$ cat config.mk
export PLATFORM = sky130hd
export DESIGN_NAME = norm_seq
export DESIGN_NICKNAME = d
export VERILOG_FILES = /design/src/rtl/norm_seq.sv
export SDC_FILE = /design/constraint.sdc
export NUM_CORES = 1
export LEC_CHECK = 0
export BUFFER_PORTS_ARGS = -buffer_cell sky130_fd_sc_hd__buf_2
export CORE_AREA = 2 2 47 49
export DETAILED_ROUTE_END_ITERATION = 16
export DIE_AREA = 0 0 49 51
export PLACE_DENSITY = 0.77
export SKIP_CTS_REPAIR_TIMING = 1
export SYNTH_ARGS = -nofsm -noshare
export SYNTH_HDL_FRONTEND = slang
export SYNTH_SLANG_ARGS = --single-unit
$ cat constraint.sdc
create_clock -name clk -period 1.7 [get_ports clk]
set_input_delay 0.255 -clock clk [delete_from_list [all_inputs] [get_ports clk]]
set_output_delay 0.255 -clock clk [all_outputs]
set_load 0.01 [all_outputs]
$ cat src/rtl/norm_seq.sv
// norm_seq: per-row normalization sequencer for one attention core.
// Pops each psum row from the ofifo so the SFP can accumulate its local sum.
// In dual-core mode it trades that sum with the peer core over the
// inter-core FIFO. It then drives the divide pass and the pmem write-back.
// The top-level controller only issues start and waits for done.
module norm_seq #(
  parameter int ROWS    = 8,
  parameter int AW      = 3,
  parameter int TIMEOUT = 255
) (
  input  logic          clk,
  input  logic          reset,
  input  logic          start,
  input  logic          solo,
  input  logic          ofifo_valid,
  output logic          ofifo_rd,
  output logic          acc_en,
  input  logic          int_fifo_full,
  output logic          sum_wr,
  input  logic          peer_valid,
  output logic          peer_rd,
  output logic          div_en,
  output logic          pmem_wr,
  output logic [AW-1:0] pmem_addr,
  output logic          busy,
  output logic          done,
  output logic          err
);

  // The timeout counter must be able to hold TIMEOUT itself.
  localparam int TW = $clog2(TIMEOUT + 1);

  typedef enum logic [2:0] {
    S_IDLE,
    S_RD,
    S_XMIT,
    S_WAIT,
    S_DIV,
    S_WB,
    S_DONE
  } state_t;

  state_t        state_q, state_d;
  logic [AW-1:0] row_q, row_d;
  logic [TW-1:0] tcnt_q, tcnt_d;
  logic          err_q, err_d;
  logic          solo_q, solo_d;

  // Next-state logic for the sequencer, the row and timeout counters, the error flag and the solo latch.
  always_comb begin
    state_d = state_q;
    row_d   = row_q;
    tcnt_d  = tcnt_q;
    err_d   = err_q;
    solo_d  = solo_q;
    case (state_q)
      S_IDLE: begin
        if (start) begin
          solo_d  = solo;
          row_d   = '0;
          tcnt_d  = '0;
          err_d   = 1'b0;
          state_d = S_RD;
        end
      end
      S_RD: begin
        if (ofifo_valid) begin
          state_d = solo_q ? S_DIV : S_XMIT;
        end
      end
      S_XMIT: begin
        if (!int_fifo_full) begin
          tcnt_d  = '0;
          state_d = S_WAIT;
        end
      end
      S_WAIT: begin
        // A peer sum showing up on the last allowed cycle still wins over the timeout.
        if (peer_valid) begin
          state_d = S_DIV;
        end else begin
          tcnt_d = tcnt_q + TW'(1);
          if (tcnt_q == TW'(TIMEOUT - 1)) begin
            err_d   = 1'b1;
            state_d = S_DONE;
          end
        end
      end
      S_DIV: begin
        state_d = S_WB;
      end
      S_WB: begin
        // row stays at ROWS-1 after the last row. It is cleared by the next start.
        if (row_q == AW'(ROWS - 1)) begin
          state_d = S_DONE;
        end else begin
          row_d   = row_q + AW'(1);
          state_d = S_RD;
        end
      end
      S_DONE: begin
        state_d = S_IDLE;
      end
      default: begin
        state_d = S_IDLE;
      end
    endcase
  end

  // Register all sequencer state. A synchronous reset drops any tile in flight.
  always_ff @(posedge clk) begin
    if (reset) begin
      state_q <= S_IDLE;
      row_q   <= '0;
      tcnt_q  <= '0;
      err_q   <= 1'b0;
      solo_q  <= 1'b0;
    end else begin
      state_q <= state_d;
      row_q   <= row_d;
      tcnt_q  <= tcnt_d;
      err_q   <= err_d;
      solo_q  <= solo_d;
    end
  end

  // Each handshake is qualified by its ready input, so it fires on exactly one cycle per row.
  assign ofifo_rd  = (state_q == S_RD) && ofifo_valid;
  assign acc_en    = ofifo_rd;
  assign sum_wr    = (state_q == S_XMIT) && !int_fifo_full;
  assign peer_rd   = (state_q == S_WAIT) && peer_valid;
  assign div_en    = (state_q == S_DIV);
  assign pmem_wr   = (state_q == S_WB);
  assign pmem_addr = row_q;
  assign done      = (state_q == S_DONE);
  assign busy      = (state_q != S_IDLE);
  assign err       = err_q;

endmodule

# ---- After elaboration in Yosys (flattened, before gate mapping)
# Cells that the tools add are included.
dict set report totals {
  regBits 16
  inputBits 7
  elab_cells 55
}
dict set report classes {
  addsub 2
  eq_ne 15
  mux 19
  n_reduce_logical 14
}
# op n
set op_table {}
lappend op_table {{$mux 3} 9}
lappend op_table {{$mux 8} 3}
lappend op_table {{$pmux 8 s3} 1}
lappend op_table {{$pmux 3 s6} 1}
lappend op_table {{$eq 3x3->1 const B} 4}
lappend op_table {{$ne 2x2->1 const B} 6}
lappend op_table {{$reduce_and 4->1} 3}
lappend op_table {{$add 8x1->8 const B} 1}
lappend op_table {{$eq 8x8->1 const B} 1}
lappend op_table {{$eq 3x2->1 const B} 2}
lappend op_table {{$pmux 3 s2} 1}
lappend op_table {{$reduce_bool 3->1} 2}
lappend op_table {{$reduce_bool 2->1} 2}
lappend op_table {{$add 3x1->3 const B} 1}
lappend op_table {{$eq 3x1->1 const B} 1}
lappend op_table {{$logic_and 1x1->1} 3}
lappend op_table {{$logic_not 3->1} 1}
lappend op_table {{$mux 1} 3}
lappend op_table {{$ne 3x3->1 const B} 1}
lappend op_table {{$reduce_and 3->1} 1}
lappend op_table {{$pmux 1 s2} 1}
lappend op_table {{$reduce_and 2->1} 1}
lappend op_table {{$logic_not 1->1} 1}

# ---- Depth between registers and ports, before layout
dict set report depth {
  ltp_word 4
  depth_mapped 6
}

# ---- Worst setup path after synthesis
# No wires, ideal clock.
dict set report synth_timing {
  path_type {register to register}
  start {reg row_q[0], in the netlist pmem_addr[0]}
  end {reg state_q[1]}
  arrival_ns 1.495
  path_slack_ns 0.114
  path_stages_with_launch 6
  n_path_buf 0
  cell_sequence {dfxtp_1 ha_1 ha_1 nor2b_4 or4_1 a311oi_1}
}
dict set report synth_between {
  elab_chain_cells 3
}
# item line_no
set synth_lines {}
lappend synth_lines {{from (decl)} 44} ;# logic [AW-1:0] row_q, row_d;
lappend synth_lines {{from (signal assigned)} 120} ;# row_q <= row_d;
lappend synth_lines {{$eq 3x3->1} 94} ;# if (row_q == AW'(ROWS - 1)) begin
lappend synth_lines {{$mux 3} 94}
lappend synth_lines {{$pmux 3 s6} 56} ;# case (state_q)
lappend synth_lines {{to (signal assigned)} 119} ;# state_q <= state_d;
lappend synth_lines {{to (decl)} 43} ;# state_t state_q, state_d;
# No other way between the ends.
# A chain may end at the register's enable or synchronous reset.

# ---- Worst setup path after layout
# Same ends and word-level chain as after synthesis.

==> metrics.md <==
| Metric | Value |
|---|---|
| Maximum fanout along the worst path | 4 |
| Hold depth | 2 |
| Critical Path End Type | flip-flop |
| Gpl congestion | 0.775 |
| Clk slew on worst S/H paths | 0.09 ns |
| Detailed-route DRC error count | 0 |
| Cell area after placement | 0.00110 sq mm |
| Core footprint | 0.00206 sq mm |
| Cell Rows | 17 |
| Kind of critical path | flip-flop to flip-flop |
| Commonest non-fill, non-tap cell in the layout | buf_2 |
| Hold Crit Start | reset |
| Ant. Diodes | 0 |
| Clock Sinks | 16 |
| P_leak | 0.476 nW |
| Post-synth cell types | 37 |
| Synthesized area | 982 sq um |
| Register area share after synthesis | 0.326 |
| Inserted Clock Buffers | 3 |
| Clock Path Buffers | 2 |
| Origin of the critical flop-to-flop path | pmem_addr[0]$_SDFFE_PP0P_ |
| PD cells | roughly 900 mW/mm^2 |
| Status | finished clean |
| Initial Utilization | 0.476 |
| Slew Limit Fails | 0 |
| CTS tree | done |
| DRT iter0 DRCs | 16 |
| Fin crit period | 1.59 ns |
| Startpoint types | flip-flop |
| Syn Inst Count | 119 |
| Final instance area | 0.00112 sq mm |
| Port buffer count | 18 |
| Reg2reg end | state_q[1]$_SDFFE_PP0P_ |
| Routed Antenna Nets | 0 |
| Post-synth EDFFs | 0 |
| Synth Flop Type | dfxtp_1 |
| Fill cells | 188 |
| Top Ports | 19 |
| Worst slew pin tran | 0.440 ns |
| Max Clock Freq | roughly 630 MHz |
| Initial antenna violation count | 0 |
| Final Hold Fails | 0 |
| Clock Latency Late Sink | slightly below 0.3 ns |
| Nets@finish | 151 |
| Vias in the first global route | 802 |
| Unrepaired setup endpoints after global routing | false |
| Die area | 0.00250 sq mm |
| FF-to-FF setup slack | roughly 0.11 ns |
| WL/cell | between 10 and 15 microns |
| First-pass GRT wire length | 3.43 mm |
| Fraction of registers with async set/reset | 0 |
| Area Overhead vs Synth | 14.3% |
| Fin Setup TNS | 0 ns |
| H-tree levels | 1 |
| Post-DP HPWL | about 1.5 mm |
| Fin Clk Skew | 0.00519 ns |
| Final setup fails | 0 |
| GRT Residual Overflow | 0 |
| Maxcap violations | 0 |
| Max-slew headroom | 0.706 |
| Vias post-DR | 915 |
| WP data arrival | between 1.5 and 2 ns |
| Largest net degree at the start of global routing | 16 |
| Layout cells sized above 1 | 0.210 |
| Die width | 49 microns |
| Warnings, synthesis | 0 |
| Worst VDD drop | around 0.45 mV |
| Mean Syn Cell Area | 8.25 sq um |
| 1st-pass router iterations | 4 |
| Final period utilization | 0.937 |
| Flops & latches, synth | 16 |
| Hold Path Class | primary input to flip-flop |
| Total track usage | 0.178 |
| Hold worst-path end | pmem_addr[2]$_SDFFE_PP0P_ |
| Critical Path RT | 1.91 ns |
| Most frequent cells in the layout | buf_2, dfxtp_1, nand3_1 |
| Worst-case reg-to-reg path depth | 5 |
| Final wirelength | between 1.5 and 2 mm |
| CTS root buf | clkbuf_4 |
| Vias per std cell | between 5 and 6 |
| Chip height | a little over 50 microns |
| Syn_nets | 130 |
==> worst max-delay path, cell delays in order, from the launching register on <==
cell,delay (ns)
dfxtp_1,0.37
ha_1,0.16
ha_1,0.22
nor2b_4,0.05
or4_1,0.45
a311oi_1,0.25
==> metrics by stage <==
step / hold slack [ns] / setup WS [ns] / util / power (mW) / cells
after detailed placement: 0.478 / 0.117 / 0.533 / 0.808 / 163
after global placement: 0.468 / 0.161 / 0.533 / 0.796 / 163
after CTS: 0.202 / 0.0972 / 0.544 / 1.01 / 166
after global routing: 0.197 / 0.0177 / 0.544 / 1.08 / 166
after floorplan: 0.324 / 0.114 / - / 0.714 / 119
final: 0.214 / 0.107 / 0.544 / 0.998 / 166
==> cells in the mapped netlist, drive strengths merged, types with 2 or more instances <==
cell type,instances,area (sq um)
dfxtp,16,320
nand3,13,65.1
a21oi,11,55.1
nand3b,8,60.1
mux2i,7,70.1
nand2,7,26.3
buf,6,45.0
nor2,6,22.5
nor2b,5,38.8
ha,4,50.1
inv,4,15.0
and2,3,18.8
nand2b,3,18.8
o21ai,3,15.0
a211oi,2,15.0
a21o,2,15.0
a311oi,2,17.5
clkbuf,2,7.51
nand4,2,12.5
nor3,2,10.0
==> cell type report <==
| class | instances | area [sq um] | share of cell area |
|---|---|---|---|
| Clock buffer | 3 | 22.5 | 0.0201 |
| Inverter | 4 | 15.0 | 0.0134 |
| Multi-Input combinational cell | 91 | 594 | 0.530 |
| Sequential cell | 16 | 320 | 0.285 |
| Tap cell | 28 | 35.0 | 0.0312 |
| Timing Repair Buffer | 24 | 135 | 0.120 |
==> kinds of logic (layout without fill, tap and decap cells) <==
group,Yosys count,after routing,share of synthesized area
flops,16,16,0.326
simple gates,56,56,0.330
compound gates,24,24,0.153
buf+inv,12,31,0.0688
mux,7,7,0.0713
fa+ha+maj,4,4,0.0510
==> state kept, by name (all words and copies together), names as in the netlist <==
name       count
state_q        3
err            1
solo_q         1
pmem_addr      3
tcnt_q         8
==> where the power goes <==
group	switching, mW	internal, mW
Sequential	0.0268	0.402
Clock	0.113	0.0824
Combinational	0.214	0.161
Total	0.353	0.644
==> metal layers <==
layer  track usage  vias to the layer above  wire [microns]
li1              -                      468               -
met1         0.217                      410             867
met2         0.301                       32             934
met3        0.0263                        5             105
met4         0.100                        0              37
met5             0                        -               0
==> worst max path at each step <==
stage | start | endpoint | slack, ns | cells after the start
2_1_floorplan | pmem_addr[0]$_SDFFE_PP0P_ | state_q[1]$_SDFFE_PP0P_ | 0.11 | 5
3_3_place_gp | pmem_addr[0]$_SDFFE_PP0P_ | state_q[1]$_SDFFE_PP0P_ | 0.16 | 5
3_5_place_dp | pmem_addr[0]$_SDFFE_PP0P_ | state_q[1]$_SDFFE_PP0P_ | 0.12 | 5
4_1_cts | pmem_addr[0]$_SDFFE_PP0P_ | state_q[1]$_SDFFE_PP0P_ | 0.1 | 5
5_1_grt | pmem_addr[0]$_SDFFE_PP0P_ | state_q[1]$_SDFFE_PP0P_ | 0.02 | 5
6_report | pmem_addr[0]$_SDFFE_PP0P_ | state_q[1]$_SDFFE_PP0P_ | 0.11 | 5
Note: power is estimated with default switching activity, not from simulation.
